===== src/rtl/cacheline_mem_arbiter.sv =====
// Cacheline-to-burst arbiter between I-cache, D-cache and a 64-bit memory port.
// Define ARB_DCACHE_PRIORITY_EN for fixed D-cache priority; default is round-robin.
module cacheline_mem_arbiter #(
  parameter int LINE_WIDTH = 256,
  parameter int BEAT_WIDTH = 64
) (
  input  logic                  clk,
  input  logic                  rst,
  input  logic [31:0]           ic_addr,
  input  logic                  ic_read,
  output logic [LINE_WIDTH-1:0] ic_rdata,
  output logic                  ic_resp,
  input  logic [31:0]           dc_addr,
  input  logic                  dc_read,
  input  logic                  dc_write,
  input  logic [LINE_WIDTH-1:0] dc_wdata,
  output logic [LINE_WIDTH-1:0] dc_rdata,
  output logic                  dc_resp,
  output logic [31:0]           mem_addr,
  output logic                  mem_read,
  output logic                  mem_write,
  output logic [BEAT_WIDTH-1:0] mem_wdata,
  input  logic                  mem_ready,
  input  logic [31:0]           mem_raddr,
  input  logic [BEAT_WIDTH-1:0] mem_rdata,
  input  logic                  mem_rvalid
);

  localparam int BEATS = LINE_WIDTH / BEAT_WIDTH;
  localparam int BW = (BEATS > 1) ? $clog2(BEATS) : 1;
  localparam logic [BW-1:0] LAST = BW'(BEATS - 1);

  typedef enum logic [2:0] {
    IDLE,
    WRITE,
    READ_REQ,
    READ_WAIT,
    RESP
  } state_t;

  state_t                state;
  logic [BW-1:0]         beat;
  logic [LINE_WIDTH-1:0] wb_line;
  logic [LINE_WIDTH-1:0] rd_line;
  logic [LINE_WIDTH-1:0] line_next;
  logic                  win_dc;
  logic                  is_write;
`ifndef ARB_DCACHE_PRIORITY_EN
  logic                  last_ic;
`endif

  logic        dc_req;
  logic        ic_req;
  logic        grant_dc;
  logic [31:0] sel_addr;
  logic        tag_hit;
  logic        last_beat;
  logic        unused_bits;

  assign dc_req    = dc_read | dc_write;
  assign ic_req    = ic_read;
  assign sel_addr  = grant_dc ? dc_addr : ic_addr;
  assign tag_hit   = mem_raddr[31:5] == mem_addr[31:5];
  assign last_beat = beat == LAST;
  assign unused_bits = ^{ic_addr[4:0], dc_addr[4:0], mem_raddr[4:0]};

  // Beat data comes from the latched line, indexed by the registered beat.
  assign mem_wdata = mem_write
    ? wb_line[int'(beat)*BEAT_WIDTH +: BEAT_WIDTH]
    : '0;

  // Winner selection while idle; the pointer remembers who was granted last.
  always_comb begin
`ifdef ARB_DCACHE_PRIORITY_EN
    grant_dc = dc_req;
`else
    grant_dc = dc_req && (!ic_req || last_ic);
`endif
  end

  // Line being assembled with the current read beat merged in.
  always_comb begin
    line_next = rd_line;
    line_next[int'(beat)*BEAT_WIDTH +: BEAT_WIDTH] = mem_rdata;
  end

  // Transaction FSM with all outputs registered.
  always_ff @(posedge clk) begin
    if (!rst) begin
      state     <= IDLE;
      beat      <= '0;
      wb_line   <= '0;
      rd_line   <= '0;
      win_dc    <= 1'b0;
      is_write  <= 1'b0;
`ifndef ARB_DCACHE_PRIORITY_EN
      last_ic   <= 1'b1;
`endif
      mem_addr  <= '0;
      mem_read  <= 1'b0;
      mem_write <= 1'b0;
      ic_resp   <= 1'b0;
      dc_resp   <= 1'b0;
      ic_rdata  <= '0;
      dc_rdata  <= '0;
    end else begin
      unique case (state)
        IDLE: begin
          if (dc_req || ic_req) begin
            mem_addr <= {sel_addr[31:5], 5'b0};
            wb_line  <= dc_wdata;
            win_dc   <= grant_dc;
            is_write <= grant_dc && dc_write;
            beat     <= '0;
`ifndef ARB_DCACHE_PRIORITY_EN
            last_ic  <= !grant_dc;
`endif
            if (grant_dc && dc_write) begin
              mem_write <= 1'b1;
              state     <= WRITE;
            end else begin
              mem_read <= 1'b1;
              state    <= READ_REQ;
            end
          end
        end
        WRITE: begin
          if (mem_ready) begin
            if (last_beat) begin
              mem_write <= 1'b0;
              beat      <= '0;
              ic_resp   <= !win_dc;
              dc_resp   <= win_dc;
              state     <= RESP;
            end else begin
              beat <= beat + 1'b1;
            end
          end
        end
        READ_REQ: begin
          if (mem_ready) begin
            mem_read <= 1'b0;
            state    <= READ_WAIT;
          end
        end
        READ_WAIT: begin
          if (mem_rvalid && tag_hit) begin
            rd_line <= line_next;
            if (last_beat) begin
              beat    <= '0;
              ic_resp <= !win_dc;
              dc_resp <= win_dc;
              if (win_dc) dc_rdata <= line_next;
              else        ic_rdata <= line_next;
              state   <= RESP;
            end else begin
              beat <= beat + 1'b1;
            end
          end
        end
        RESP: begin
          ic_resp <= 1'b0;
          dc_resp <= 1'b0;
          state   <= IDLE;
        end
        default: state <= IDLE;
      endcase
    end
  end

endmodule


===== config.mk =====
export PLATFORM = sky130hd
export DESIGN_NAME = cacheline_mem_arbiter
export DESIGN_NICKNAME = d
export VERILOG_FILES = /design/src/rtl/cacheline_mem_arbiter.sv
export SDC_FILE = /design/constraint.sdc
export NUM_CORES = 2
export LEC_CHECK = 0
export CORE_AREA = 2 2 397 399
export CTS_CLUSTER_SIZE = 25
export DETAILED_ROUTE_END_ITERATION = 10
export DIE_AREA = 0 0 399 401
export SLEW_MARGIN = 30
export SYNTH_ARGS = -nofsm -noshare
export SYNTH_HDL_FRONTEND = slang
export SYNTH_SLANG_ARGS = --single-unit

===== constraint.sdc =====
create_clock -name clk -period 3.5 [get_ports clk]
set_clock_uncertainty 0.15 [all_clocks]
set_input_delay 0.875 -clock clk [delete_from_list [all_inputs] [get_ports clk]]
set_output_delay 0.875 -clock clk [all_outputs]
set_load 0.01 [all_outputs]

# == After elaboration in Yosys (flattened, before gate mapping) ==
# Cells that the tools add are included.
# word_totals
reg_bits,1062
in_bits,423
output_inout_bits,612
wordCells,87
# classes
add_sub_neg,2
eq_ne,13
shift,3
mux,32
bitwise,2
reduce_logical,22
# op_table
op,n
$bwmux 256,1
$shift 64x33->256 const A,1
$shiftx 256x9->64,1
$shiftx 64x33->256,1
$mux 64,1
$neg 8->33,1
$mux 32,1
$eq 27x27->1,1
$reduce_and 4->1,5
$mux 3,5
$ne 2x2->1 const B,7
$mux 1,13
$pmux 3 s4,1
$mux 2,5
$eq 3x2->1 const B,2
$pmux 1 s3,2
$pmux 2 s3,1
$reduce_bool 3->1,2
$reduce_and 5->1,1
$pmux 1 s2,2
$reduce_and 2->1,2
$reduce_bool 2->1,2
$eq 3x1->1 const B,1
$eq 3x3->1 const B,1
other kinds (9),14

# == Logic depth before layout (Yosys ltp) ==
# logic_depth
depth_word,7
depth_mapped,11
depth_no_buf,7

# == Worst setup path before layout ==
# No wires, ideal clock.
# synth_path
path_kind,flip-flop to output port
from,reg beat[0]
to,out mem_wdata[25]
arrival_time_ns,2.065
required_time_ns,2.475
path_slack_ns,0.410
path_stages_with_launch,6
n_path_buf,3
path_cell_list,dfxtp_1 clkbuf_1 buf_1 buf_2 mux4_2 and2_1
# synth_via
elab_chain_cells,2
# synth_lines
element,line,source
"start, declared",42,logic [BW-1:0] beat;
"start signal, assigned",136,beat <= beat + 1'b1;
"start signal, assigned",157,beat <= beat + 1'b1;
$shiftx 256x9->64,69,? wb_line[int'(beat)*BEAT_WIDTH +: BEAT_WIDTH]
$mux 64,69,
"end, declared",22,"output logic [BEAT_WIDTH-1:0] mem_wdata,"
# Every way passes these cells.

# == Final worst setup path ==
# layout_path
from,reg beat[0]
to,out mem_wdata[24]
# Same word-level chain as after synthesis.

==> metrics.cfg <==
[synth]
synthCells = 4846
ys_ff_latch = 1062
yosysWarnings = 0
synthTopCellsByArea = dfxtp_1 (50%), nand2_1 (15%), mux2i_1 (12%)
synth_edf_count = 0
syn_area_mm2 = 0.04290
yosysMostFrequentCell = nand2_1
ys_top_cells_by_count = nand2_1 (1671), dfxtp_1 (1062), mux2i_1 (516)
synth_top_cell_by_area = dfxtp_1
yosysUniqueCellTypes = 48
synth_top_flop_cell = dfxtp_1
synth_area_per_cell_um2 = 8.852
yosysSeqAreaShare_pct = 49.56
yosys.area.top_type_share_pct = 49.56
ys_async_sr_fraction_pct = 0

[critical_path]
worstSetupStartpoint = beat[0]
critical_path_class = reg -> out
r2r_start = mem_addr[28]
reg2reg_depth = 9
cp-end-kind = primary output
rrSetupSlack_ns = 0.50
path_max_fanout = 6
required_ns = 2.47
r2r-end = rd_line[110]
cp-start-kind = flip-flop
crit_path_end = mem_wdata[24]
arrival_ns = 2.40

[clock_network]
htreeDepth = 3
insertion_delay_ns = 0.75
holdBufCountCts = 0
numCtsBuffers = 115
clock_sinks = 1062
clk_pin_slew_ns = 0.06
cts_root_buf = clkbuf_16
cts_buffer_depth = 3
cts_tree = built

[route]
ant_nets = 0
drc = 0
vias = 38410
detail_route.iter0.violations = 2753
wire_per_inst_um = 22.11
routed_wl_um = 175400
first_pass_iters = 7
vias_per_cell = 4.840

[grt]
antenna_found_initial = 30
grt_pass1_wl_um = 252200
grt_usage_pct = 21.01
grt.overflow.total = 0
grt_pass1_vias = 37510
grt_max_degree = 129

[sta]
drv_slew = 0
worstMarginPinSlew_ns = 0.7666
rsz0062_at_grt = true
whs_ns = 0.3007
fin_setup_tns_ns = 0
finalHoldViolCount = 0
fmax_ghz = 0.2919
finalCritPeriodShare_pct = 97.89
setup_ws_ns = 0.07380
setup_violations = 0
period_needed_ns = 3.426
relSlewSlack_pct = 48.77

[finish]
nets = 6188
area_delta_synth_final_pct = 40.47
final_core_util_pct = 38.71
finalInstanceArea_mm2 = 0.06026
layout-drive-gt1-share_pct = 9.401

[hold_path]
hold_class = reg -> reg
hold_path_depth = 2
hp-start = wb_line[143]

[place]
post-dp-hpwl_um = 127200
postPlaceCellArea_mm2 = 0.05587
dp_slack_ns = -0.3021
gp_congestion = 0.8676
io_buffers = 1014

[floorplan]
rows = 145
core_mm2 = 0.1557
dieWidth_um = 399
die_area_mm2 = 0.1600
start_util_pct = 27.56
die_h_um = 401
io_pins = 1035

[pwr]
cellLeakagePower_nw = 22.76
ir_drop_uv = 488.6
p_per_area_mw_per_mm2 = 488.2

[status]
outcome = completed

[flow_run]
maxCapViolations = 0

layout make-up:
cell class | instances | area [um2]
fill | 15640 | 95400
inverter | 134 | 515.5
timing repair buffer | 1199 | 12370
multi-input combinational | 3247 | 19460
sequential | 1062 | 21270
antenna | 16 | 40.04
clock buffer | 167 | 3363
clock inverter | 52 | 673.1
tap | 2058 | 2575
power by group:
group / internal [mW] / switching (mW) / total, mW
Sequential: 12.5 / 0.257 / 12.8
Clock: 7.40 / 5.40 / 12.8
Combinational: 1.62 / 2.25 / 3.86
Total: 21.5 / 7.90 / 29.4
placed cells by master (no fill, tap or decap), types with 15 or more instances in the layout:
master	netlist	layout
and2_4	0	23
o21ai_0	131	131
diode_2	0	16
a222oi_1	27	27
buf_12	0	70
clkbuf_8	0	29
buf_2	48	34
a22o_1	129	129
and2_1	67	43
mux2i_1	516	516
clkbuf_16	0	115
inv_1	134	131
o22ai_1	193	193
nand2_1	1671	1671
o2bb2ai_1	64	64
clkbuf_1	294	23
buf_4	6	109
nor2_1	36	34
xnor2_1	15	15
dfxtp_1	1062	1059
mux4_2	64	64
clkinv_2	0	23
clkdlybuf4s50_1	0	949
a21oi_1	261	261
timing repair:
item                       CTS  global route
setup endpoints to repair   64             8
gates resized for setup    239             5
hold endpoints to repair     0             0
pin swaps                    7             0
buffers inserted            23             0
gates cloned                 3             0
registers in the layout, indices dropped and copies added (netlist names), 2 cells and up:
name and cells:
ic_rdata 256, dc_rdata 256, state 3, wb_line 256, rd_line 256, mem_addr 27, beat 2
how the worst min path moves through the flow:
stage / slack [ns] / end
2_1_floorplan: 0.28 / last_ic
3_3_place_gp: 0.29 / wb_line[132]
3_5_place_dp: 0.29 / wb_line[153]
4_1_cts: 0.30 / wb_line[153]
5_1_grt: 0.32 / wb_line[153]
6_report: 0.30 / wb_line[143]
stage by stage:
step                      cells  power (mW)
after floorplan            4850       14.89
after CTS                  7922       29.75
after global placement     7677       16.68
final                      7935       29.42
after detailed placement   7677       16.73
after global routing       7928       30.56
cell families (layout without fill, tap and decap cells):
| logic type | count (synthesis) | count (layout) | share of synthesized area (%) |
|---|---|---|---|
| mux | 580 | 580 | 15.40 |
| other cells | 1 | 21 | 0.008742 |
| simple gates | 1813 | 1813 | 16.61 |
| buf+inv | 541 | 1552 | 5.504 |
| compound gates | 816 | 816 | 12.18 |
| flops | 1062 | 1062 | 49.56 |
| fa+ha+maj | 6 | 6 | 0.1750 |
| xor+xnor | 27 | 27 | 0.5513 |
worst max-delay path, cell delays in order (launching register included):
cell     delay [ns]
dfxtp_4        0.38
buf_12         0.15
buf_12         0.12
buf_12         0.12
mux4_2         0.60
and2_4         0.21
buf_6          0.11
routing by layer:
layer | global-route usage [%] | wire (um) | part of all wire [%]
met3 | 5.274 | 14150 | 8.1
met2 | 35.38 | 84060 | 48
met1 | 25.99 | 72160 | 41
met4 | 6.991 | 4916 | 2.8
met5 | 0 | 121 | 0.069
Note: power is estimated with default switching activity, not from simulation.
